===== config.mk =====
export PLATFORM = sky130hd
export DESIGN_NAME = uart_tx_arbiter
export DESIGN_NICKNAME = d
export VERILOG_FILES = /design/src/rtl/uart_pkg.sv /design/src/rtl/rr_arbiter.sv /design/src/rtl/uart_tx_arbiter.sv
export SDC_FILE = /design/constraint.sdc
export NUM_CORES = 1
export LEC_CHECK = 0
export ABC_AREA = 1
export BUFFER_PORTS_ARGS = -buffer_cell sky130_fd_sc_hd__buf_4
export CORE_ASPECT_RATIO = 1.5
export CORE_UTILIZATION = 59
export CTS_CLUSTER_DIAMETER = 30
export DETAILED_ROUTE_END_ITERATION = 10
export GPL_ROUTABILITY_DRIVEN = 0
export PLACE_DENSITY = 0.95
export SLEW_MARGIN = 20
export SYNTH_ARGS = -nofsm -noshare
export SYNTH_HDL_FRONTEND = slang
export SYNTH_HIERARCHICAL = 1
export SYNTH_SLANG_ARGS = --single-unit

===== constraint.sdc =====
create_clock -name clk -period 5.6 [get_ports clk]
set_input_delay 0.28 -clock clk [delete_from_list [all_inputs] [get_ports clk]]
set_output_delay 0.28 -clock clk [all_outputs]
set_load 0.02 [all_outputs]

===== src/rtl/uart_pkg.sv =====
// Shared constants and types for the UART transmit arbiter and its helpers.
package uart_pkg;

    localparam logic [7:0] TAG_BASE = 8'hA0;
    localparam int         STALL_W  = 16;

    typedef enum logic [1:0] {
        IDLE = 2'd0,
        TAG  = 2'd1,
        DATA = 2'd2
    } uart_arb_state_e;

endpackage


===== src/rtl/rr_arbiter.sv =====
// Combinational round-robin pick: first asserted request after ptr, wrapping.
// Returns the winner one-hot and as an index, plus whether anything won.
module rr_arbiter #(
    parameter int N    = 4,
    parameter int IDXW = (N > 1) ? $clog2(N) : 1
) (
    input  logic [N-1:0]    req,
    input  logic [IDXW-1:0] ptr,
    output logic [N-1:0]    gnt,
    output logic [IDXW-1:0] idx,
    output logic            any
);

    logic [IDXW-1:0] cand;

    // Scanning ptr+1 .. ptr+N visits ptr itself last, so the previous owner has lowest priority.
    always_comb begin
        gnt  = '0;
        idx  = '0;
        any  = 1'b0;
        cand = '0;
        for (int i = 1; i <= N; i++) begin
            cand = IDXW'((int'(ptr) + i) % N);
            if (!any && req[cand]) begin
                gnt[cand] = 1'b1;
                idx       = cand;
                any       = 1'b1;
            end
        end
    end

endmodule


===== src/rtl/uart_tx_arbiter.sv =====
// Packet-atomic round-robin arbiter feeding one uart_tx byte stream, with an
// optional source-tag byte per packet and a mid-packet stall watchdog.
module uart_tx_arbiter
    import uart_pkg::*;
#(
    parameter int NUM_PORTS    = 4,
    parameter int TAG_ENABLE   = 1,
    parameter int STALL_CYCLES = 65535
) (
    input  logic                      clk,
    input  logic                      reset,
    input  logic [NUM_PORTS-1:0]      s_valid,
    input  logic [NUM_PORTS-1:0][7:0] s_data,
    input  logic [NUM_PORTS-1:0]      s_last,
    output logic [NUM_PORTS-1:0]      s_ready,
    output logic                      m_valid,
    output logic [7:0]                m_data,
    input  logic                      m_ready,
    output logic [NUM_PORTS-1:0]      grant,
    output logic                      abort,
    output uart_arb_state_e           dbg_state
);

    localparam int                 IDXW      = $clog2(NUM_PORTS);
    localparam logic [STALL_W-1:0] STALL_LIM = STALL_W'(STALL_CYCLES);
    localparam bit                 WD_EN     = (STALL_CYCLES != 0);

    // Handshake rule: a byte moves on a cycle where valid and ready are both high;
    // the sender holds valid and data stable until then.

    uart_arb_state_e      state_q, state_d;
    logic [NUM_PORTS-1:0] grant_q, grant_d;
    logic [IDXW-1:0]      ptr_q, ptr_d;
    logic [STALL_W-1:0]   stall_q, stall_d;
    logic                 abort_q, abort_d;

    logic [NUM_PORTS-1:0] rr_gnt;
    logic [IDXW-1:0]      rr_idx;
    logic                 rr_any;
    logic                 g_valid;
    logic                 g_last;

    rr_arbiter #(
        .N    (NUM_PORTS),
        .IDXW (IDXW)
    ) u_rr (
        .req (s_valid),
        .ptr (ptr_q),
        .gnt (rr_gnt),
        .idx (rr_idx),
        .any (rr_any)
    );

    // The pointer always holds the current owner, so it doubles as the mux select.
    assign g_valid = s_valid[ptr_q];
    assign g_last  = s_last[ptr_q];

    always_comb begin
        state_d = state_q;
        grant_d = grant_q;
        ptr_d   = ptr_q;
        stall_d = stall_q;
        abort_d = 1'b0;
        m_valid = 1'b0;
        m_data  = 8'h00;
        s_ready = '0;

        case (state_q)
            IDLE: begin
                if (rr_any) begin
                    grant_d = rr_gnt;
                    ptr_d   = rr_idx;
                    stall_d = '0;
                    state_d = (TAG_ENABLE != 0) ? TAG : DATA;
                end
            end

            TAG: begin
                m_valid = 1'b1;
                m_data  = TAG_BASE | {{(8-IDXW){1'b0}}, ptr_q};
                stall_d = '0;
                if (m_ready) begin
                    state_d = DATA;
                end
            end

            DATA: begin
                m_valid        = g_valid;
                m_data         = s_data[ptr_q];
                s_ready[ptr_q] = m_ready;
                if (g_valid && m_ready) begin
                    stall_d = '0;
                    if (g_last) begin
                        grant_d = '0;
                        state_d = IDLE;
                    end
                end else if (!g_valid) begin
                    if (stall_q != {STALL_W{1'b1}}) begin
                        stall_d = stall_q + 1'b1;
                    end
                    // Compare the next count so abort lands exactly STALL_CYCLES edges after the last byte.
                    if (WD_EN && (stall_d == STALL_LIM)) begin
                        abort_d = 1'b1;
                        grant_d = '0;
                        state_d = IDLE;
                    end
                end
            end

            default: begin
                grant_d = '0;
                state_d = IDLE;
            end
        endcase
    end

    always_ff @(posedge clk or negedge reset) begin
        if (!reset) begin
            state_q <= IDLE;
            grant_q <= '0;
            ptr_q   <= IDXW'(NUM_PORTS - 1);
            stall_q <= '0;
            abort_q <= 1'b0;
        end else begin
            state_q <= state_d;
            grant_q <= grant_d;
            ptr_q   <= ptr_d;
            stall_q <= stall_d;
            abort_q <= abort_d;
        end
    end

    assign grant     = grant_q;
    assign abort     = abort_q;
    assign dbg_state = state_q;

endmodule


After elaboration in Yosys (flattened, before gate mapping). Cells that the tools add are included.

Register bits after elaboration: 25. Input bits: 43. Output and inout port bits: 20. Word-level logic and storage cells: 116.

Reduce and logical (&&, ||, !) cells: 18. Bitwise gates (word level): 5. Add/sub/neg operators: 5. $lt $le $gt $ge: 10. Equality and inequality tests: 9. Mux-type cells: 64.

Operators by type and width (count): 16-bit 2-to-1 mux (7); 16-bit one-hot mux with 3 select lines (1); 4-bit 2-to-1 mux (10); 2-bit 2-to-1 mux (10); 1-bit 2-to-1 mux (19); 16-bit by 1-bit adder with 16-bit output (second input constant) (1); 8-bit binary-select mux with 2-bit select (1); 16-bit == test (second input constant) (1); 16-bit != test (second input constant) (1); 8-bit one-hot mux with 2 select lines (1); 2-bit by 3-bit less-than comparator with 1-bit output (second input constant) (5); 1-bit binary-select mux with 2-bit select (6); 4-bit OR (3); 4-bit one-hot mux with 3 select lines (1); 1-bit demux with 2-bit select (5); 2-bit by 1-bit greater-or-equal comparator with 1-bit output (second input constant) (5); 5-bit AND reduction (2); 1-bit logical AND (9); 3-bit != test (second input constant) (3); 8-bit 2-to-1 mux (1); 2-bit one-hot mux with 3 select lines (1); 2-bit by 1-bit adder with 2-bit output (second input constant) (2); 2-bit adder (second input constant) (2); 4-bit bitwise AND (1); 10 further kinds (13).

Logic depth before layout (Yosys ltp). Gate-level depths: netlist of run 1.

Depth after elaboration: 15. Gate-level depth with buffers: 15. Gate-level depth less buffers: 15.

Modules after synthesis. The synthesis of run 1 kept the hierarchy.

Modules (own cells, without submodules): uart_tx_arbiter (cells each 287, area an instance 2140.8 um^2, sequential area each 628.1 um^2, instances 1); rr_arbiter (cells each 74, area an instance 457.9 um^2, sequential area each 0.0 um^2, instances 1).

Least setup slack after synthesis of run 1. Ideal clock, no wire load.

Kind: flip-flop to flip-flop. Start: reg ptr_q[0]. End: reg stall_q[3]. Stages on the path, launching flop included: 11. Buffers on the path: 2. Setup time: 0.128 ns. Arrival time: 1.862 ns. Slack: 3.610 ns. Data required time: 5.472 ns. Clock period less this slack: 1.990 ns. Path through: dfstp_2 > buf_6 > nor2_4 > a22o_1 > a21oi_2 > nand2_2 > nand3_1 > o21ai_2 > nor2_4 > buf_2 > o22ai_2.

Longest elaborated chain between the ends: 15. Elaborated cells on any way between the ends: 30. Classes of those cells: add/sub: 4; eq/ne: 2; mux: 16; reduce/logical: 8.

RTL lines: start: declaration (line uart_tx_arbiter.sv:33) `logic [IDXW-1:0] ptr_q, ptr_d;`; start signal: assignment (line uart_tx_arbiter.sv:121) `ptr_q <= IDXW'(NUM_PORTS - 1);`; start signal: assignment (line uart_tx_arbiter.sv:127) `ptr_q <= ptr_d;`; 2-bit by 1-bit adder with 2-bit output (line rr_arbiter.sv:23) `cand = IDXW'((int'(ptr) + i) % N);`; 1-bit binary-select mux with 2-bit select (line rr_arbiter.sv:24) `if (!any && req[cand]) begin`; 1-bit 2-to-1 mux (implied by the code) (line rr_arbiter.sv:24); 1-bit 2-to-1 mux (line rr_arbiter.sv:24); 1-bit logical NOT (line rr_arbiter.sv:24); 1-bit logical AND (line rr_arbiter.sv:24); 1-bit 2-to-1 mux (line rr_arbiter.sv:24); 1-bit logical NOT (line rr_arbiter.sv:24); 1-bit logical AND (line rr_arbiter.sv:24); 1-bit 2-to-1 mux (line rr_arbiter.sv:24); 1-bit logical NOT (line rr_arbiter.sv:24); 1-bit logical AND (line rr_arbiter.sv:24); 1-bit 2-to-1 mux (line rr_arbiter.sv:24); 2-bit != test (no source line); 3-bit AND reduction (no source line); end signal: assignment (line uart_tx_arbiter.sv:128) `stall_q <= stall_d;`; end: declaration (line uart_tx_arbiter.sv:34) `logic [STALL_W-1:0] stall_q, stall_d;`.

Several ways; a longest one is shown, not always the timed one. The select of a mux whose other input is x is not followed. A chain may end at the register's enable or synchronous reset.

Worst setup path in the final report of run 1.
Start: reg ptr_q[0]. End: reg stall_q[7].

The elaborated chain is that of the path after synthesis.

==> flow_metrics.py, run 1 <==
metrics = {
    "pwr": {
        "p_int_uw": 587.8,
        "p_clk_share_pct": 8.7,
        "p_leak_nw": 1.514,
        "vdd_ir_drop_max_mv": 0.4859,
        "power.switching_uw": 713.1,
        "p_per_area_nw_per_um2": 413.9,
        "switching_share_pct": 54.82,
        "p_comb_share_pct": 70.6,
        "seqPwrFrac_pct": 20.8,
    },
    "critical_path": {
        "worst_setup_path_start_kind": "register",
        "crit_required_ns": 5.79,
        "cp-end-kind": "register",
        "path_class": "reg2reg",
        "arrival_ns": 3.00,
        "r2r_setup_slack_ns": 2.79,
        "worstPathMaxFanout": 16,
    },
    "sta": {
        "rsz0062_at_grt": "no",
        "drv_slew": 0,
        "worst_pin_slew_ns": 0.4683,
        "fmax_ghz": 0.3564,
        "skew_ns": 0.004584,
        "fin_hold_ws_ns": 0.3089,
        "post-route-min-period_ns": 2.806,
        "slew_headroom_pct": 68.71,
        "fin_ws_ns": 2.794,
        "fin_tns_setup_ns": 0,
        "hold_violations": 0,
        "fin_crit_sh_pct": 50.10,
        "finalSetupViolCount": 0,
    },
    "global_route": {
        "grt_max_degree": 26,
        "first_global_vias": 2723,
        "grt_pass1_wl_microns": 11320,
        "grt_usage_pct": 29.73,
        "antenna_found_initial": 0,
        "gr-total-overflow": 0,
    },
    "floorplan": {
        "ios": 63,
        "start_util_pct": 61.74,
        "core-area_sq_um": 4209,
        "die_height_microns": 83.28,
        "die-area_sq_um": 4680,
        "num_rows": 29,
        "die_x_microns": 56.19,
    },
    "route": {
        "viasPerCell": 5.902,
        "dr.pass1.iters": 4,
        "postRouteAntennaNets": 0,
        "avgRoutedWirePerCell_microns": 14.72,
        "drt_iter0_drc": 101,
        "vias": 2774,
        "drc": 0,
        "routed_wirelength_microns": 6919,
    },
    "placed_design": {
        "dp_hpwl_microns": 5536,
        "dp_slack_ns": 2.835,
        "io_buffers": 62,
        "place_area_sq_um": 3087,
    },
    "synth": {
        "syn_area_sq_um": 2599,
        "synth_compound_area_share_pct": 19.64,
        "synth.area.mux_share_pct": 0,
        "ys_ff_latch": 25,
        "synth_seq_area_share_pct": 24.17,
        "synthFlopType": "dfrtp_1",
        "synthSimpleGateAreaFrac_pct": 38.37,
        "async_flop_share_pct": 100.0,
        "synth_fa_ha_area_share_pct": 6.740,
        "netlist_instances": 361,
        "avgSynthCellArea_sq_um": 7.199,
        "yosysWarnings": 6,
        "synth_xor_area_share_pct": 1.685,
        "synth.distinct_cells": 35,
        "synth-edff-count": 0,
        "synth_top_family_by_area": "simple AND/OR/NAND/NOR gates",
        "synth_nets": 418,
    },
    "clock_tree": {
        "numCtsBuffers": 3,
        "clk_pin_slew_ns": 0.09,
        "ctsResizeCount": 0,
        "cts_tree": "done",
        "clk-insertion-delay-late_ns": 0.28,
        "cts_setup_buffers": 0,
        "root_buffer": "clkbuf_8",
        "cts_buffer_depth": 2,
        "h-tree-depth": 1,
        "clock_sinks": 25,
    },
    "layout": {
        "drive_gt1_share_pct": 30.66,
        "num_antenna_cells": 0,
        "fin_area_sq_um": 3143,
        "area_delta_synth_final_pct": 20.94,
        "layout.nets": 482,
    },
    "status": {
        "status": "finished clean",
    },
    "job": {
        "cap_violations": 0,
    },
    "hold_path": {
        "holdCritPathClass": "in2reg",
    },
}
[kinds of logic (layout without fill, tap and decap cells)]
kind of cell / after synthesis / count (layout)
fa+ha+maj: 14 / 14
compound gates: 68 / 68
buf+inv: 57 / 120
simple gates: 192 / 192
xor+xnor: 5 / 5
flops: 25 / 25
[power by group through the flow]
stage	registers (mW)	logic, mW	clock network, mW
5_1_grt	0.276	1.01	0.118
4_1_cts	0.270	0.915	0.112
3_3_place_gp	0.270	0.886	0
6_report	0.270	0.918	0.113
2_1_floorplan	0.261	0.698	0
3_5_place_dp	0.272	0.913	0
[cell type report]
class	count	area, sq um
flip-flops and latches	25	628.1
multi-input cells	279	1727
clock inverters	1	5.005
well taps	46	57.56
inverters	53	209.0
repair buffers	63	475.5
clock buffers	3	41.29
fillers	322	1066
[final timing paths]
check | from | to | cells after the start
min reg2reg | grant[1] | grant[1] | 2
min in group asynchronous | reset | stall_q[2] | 2
max in group asynchronous | reset | ptr_q[1] | 2
max | ptr_q[0] | stall_q[7] | 9
max reg2reg | ptr_q[0] | stall_q[7] | 9
min | m_ready | dbg_state[1] | 3
[state kept, by name, indices dropped and copies added, names as in the netlist]
| signal | cells |
|---|---|
| stall_q | 16 |
| grant | 4 |
| dbg_state | 2 |
| ptr_q | 2 |
| abort | 1 |
[what timing repair did]
action / in CTS / in global routing
endpoints found under the hold margin: 23 / 0
hold buffers: 1 / 0
setup endpoints to repair: 0 / 0
[cells in the mapped netlist, types with 5 or more instances]
cell / n / area [sq um]
inv_2: 5 / 18.77
nand3_2: 5 / 50.05
o21ai_0: 10 / 50.05
xor2_1: 5 / 43.79
o22ai_2: 10 / 125.1
nor2_2: 9 / 56.30
nor2_4: 7 / 78.83
nand2_1: 82 / 307.8
nor2_1: 18 / 67.56
a21oi_1: 11 / 55.05
a22oi_1: 9 / 67.56
nand4_1: 16 / 100.1
nand3_1: 33 / 165.2
ha_1: 14 / 175.2
a22o_1: 5 / 43.79
dfrtp_1: 23 / 575.6
inv_1: 44 / 165.2
nor3_1: 5 / 25.02
nand2_2: 12 / 75.07
[per-layer routing]
metal | vias to the layer above | global-route usage [%] | share of wire, %
met5 | - | 0 | 0
met4 | 0 | 13.53 | 4.0
met3 | 27 | 2.648 | 4.7
met2 | 118 | 60.50 | 56
met1 | 1281 | 28.50 | 35
li1 | 1348 | - | -
[worst max-delay path, stage by stage (launching register included)]
cell and delay [ns]:
dfstp_2 0.77, nor2_4 0.13, a22o_1 0.24, a21oi_2 0.11, nand2_2 0.09, nand3_1 0.09, o21ai_2 0.11, nor2_4 0.39
nand3_2 0.47, o21ai_0 0.31
[placed cells by master (no fill, tap or decap), drive strengths merged]
cell	instances
dfrtp	23
nand2	97
o21ai	16
a31oi	2
dlygate4sd3	1
inv	53
nor2	35
nand4	16
buf	62
clkinv	1
nand3	39
a21boi	4
o22ai	14
ha	14
a22o	5
dfstp	2
nor3	5
a221oi	4
o21bai	1
a21oi	13
clkbuf	3
xor2	5
a22oi	9
[stage by stage]
step / std cells / utilization, % / power, mW
after floorplan: 361 / - / 0.9591
after global placement: 465 / 73.34 / 1.156
after detailed placement: 465 / 73.34 / 1.185
after CTS: 470 / 74.67 / 1.297
after global routing: 470 / 74.67 / 1.404
final: 470 / 74.67 / 1.301
(Power assumes the default switching activity.)
==> inputs of run 2 (changes only) <==
CORE_UTILIZATION = 55   (was 59)
PLACE_DENSITY = 0.94   (was 0.95)
clock period = 2.65 ns   (was 5.6 ns; I/O delays follow)
==> flow_metrics.py, run 2 (synthesized netlist as in run 1, its figures left out) <==
metrics = {
    "pwr": {
        "vdd_ir_drop_max_mv": 0.6341,
        "p_per_area_nw_per_um2": 871.7,
        "p_leak_nw": 1.534,
    },
    "clock_tree": {
        "root_buffer": "clkbuf_8",
        "clk_pin_slew_ns": 0.09,
        "clock_sinks": 25,
        "cts_buffer_depth": 2,
        "clk-insertion-delay-late_ns": 0.27,
        "cts_tree": "done",
        "cts_setup_buffers": 0,
        "numCtsBuffers": 3,
        "h-tree-depth": 1,
    },
    "route": {
        "drt_iter0_drc": 164,
        "viasPerCell": 5.705,
        "dr.pass1.iters": 5,
        "avgRoutedWirePerCell_microns": 14.26,
        "postRouteAntennaNets": 0,
        "routed_wirelength_microns": 7016,
        "vias": 2807,
        "drc": 0,
    },
    "sta": {
        "fin_tns_setup_ns": 0,
        "slew_headroom_pct": 77.97,
        "fmax_ghz": 0.4152,
        "fin_hold_ws_ns": 0.1666,
        "worst_pin_slew_ns": 0.3304,
        "drv_slew": 0,
        "rsz0062_at_grt": "no",
        "finalSetupViolCount": 0,
        "hold_violations": 0,
        "skew_ns": 0.003349,
        "fin_crit_sh_pct": 90.89,
        "post-route-min-period_ns": 2.408,
    },
    "layout": {
        "layout.nets": 486,
        "top_register": "stall_q",
        "largest_register_ffs": 16,
        "n_fill_cell": 375,
        "final_cell_mix": "nand2_1 (82), buf_4 (66), inv_1 (44)",
        "fin_util_pct": 70.52,
        "num_antenna_cells": 0,
        "final_common_cell": "nand2_1",
        "area_delta_synth_final_pct": 23.25,
        "drive_gt1_share_pct": 31.31,
    },
    "critical_path": {
        "worst_setup_path_start_kind": "register",
        "r2r_setup_slack_ns": 0.24,
        "worstPathMaxFanout": 12,
        "arrival_ns": 2.59,
        "crit_required_ns": 2.83,
        "path_class": "reg2reg",
        "cp-end-kind": "register",
    },
    "floorplan": {
        "die-area_sq_um": 5010,
        "num_rows": 30,
        "start_util_pct": 57.22,
        "ios": 63,
        "core-area_sq_um": 4542,
        "die_x_microns": 58.13,
        "die_height_microns": 86.19,
    },
    "global_route": {
        "gr-total-overflow": 0,
        "antenna_found_initial": 0,
        "grt_usage_pct": 29.45,
        "grt_pass1_wl_microns": 11690,
        "grt_max_degree": 26,
        "first_global_vias": 2854,
    },
    "status": {
        "status": "finished clean",
    },
    "placed_design": {
        "io_buffers": 62,
        "dp_hpwl_microns": 5589,
    },
    "hold_path": {
        "holdCritPathClass": "in2reg",
    },
    "job": {
        "cap_violations": 0,
    },
}
==> run 2: cell types whose count changed in the layout (fill, tap and decap cells not counted) <==
cell / delta
buf_4: +4
nand3_2: -1
nand3_4: +1
==> run 2: worst paths after layout <==
kind / startpoint / endpoint / cells after the start
max: ptr_q[0] / stall_q[6] / 9
min in group asynchronous: reset / stall_q[1] / 2
max in group asynchronous: reset / ptr_q[0] / 2
min reg2reg: grant[1] / grant[1] / 2
max reg2reg: ptr_q[0] / stall_q[6] / 9
min: m_ready / dbg_state[1] / 3
==> run 2: per-layer routing <==
layer | up-vias | wire, microns | global-route usage, %
met4 | 0 | 244 | 15.15
met3 | 24 | 357 | 3.582
met5 | - | 0 | 0
li1 | 1361 | - | -
met2 | 116 | 3931 | 58.93
met1 | 1306 | 2482 | 27.94
==> run 2: layout make-up <==
cell class	instances	area (sq um)	share of cell area [%]
well taps	64	80.08	2.500
multi-input cells	279	1734	54.14
clock buffers	3	41.29	1.289
clock inverters	1	5.005	0.1563
repair buffers	67	505.5	15.78
inverters	53	209.0	6.523
flip-flops and latches	25	628.1	19.61
==> run 2: worst max-delay path, stage by stage (launching register included) <==
cell	delay, ns
dfstp_2	0.73
inv_2	0.16
nand2_2	0.10
nand2_2	0.06
nor2_2	0.26
nand4_1	0.18
o21ai_2	0.32
nor2_4	0.07
buf_4	0.21
o22ai_1	0.21
==> run 2: stage by stage <==
stage | setup slack, ns | total power [mW] | cells | cell area [sq um]
final | 0.2415 | 2.792 | 492 | 3203
after floorplan | 0.6599 | 2.027 | 361 | 2599
after global placement | 0.3215 | 2.495 | 487 | 3139
after detailed placement | 0.2061 | 2.543 | 487 | 3139
after global routing | 0.09220 | 3.033 | 492 | 3203
after CTS | 0.1751 | 2.769 | 492 | 3196
==> run 2: where the power goes <==
group          internal (mW)  total [mW]  switching, mW
clock                  0.105       0.233          0.128
combinational          0.727        2.00           1.27
sequential             0.451       0.563          0.112
total                   1.28        2.79           1.51
==> run 2: timing repair <==
item | CTS | global route
hold buffers | 1 | 0
hold endpoints to repair | 23 | 0
gates resized for setup | 0 | 1
setup endpoints to repair | 0 | 5
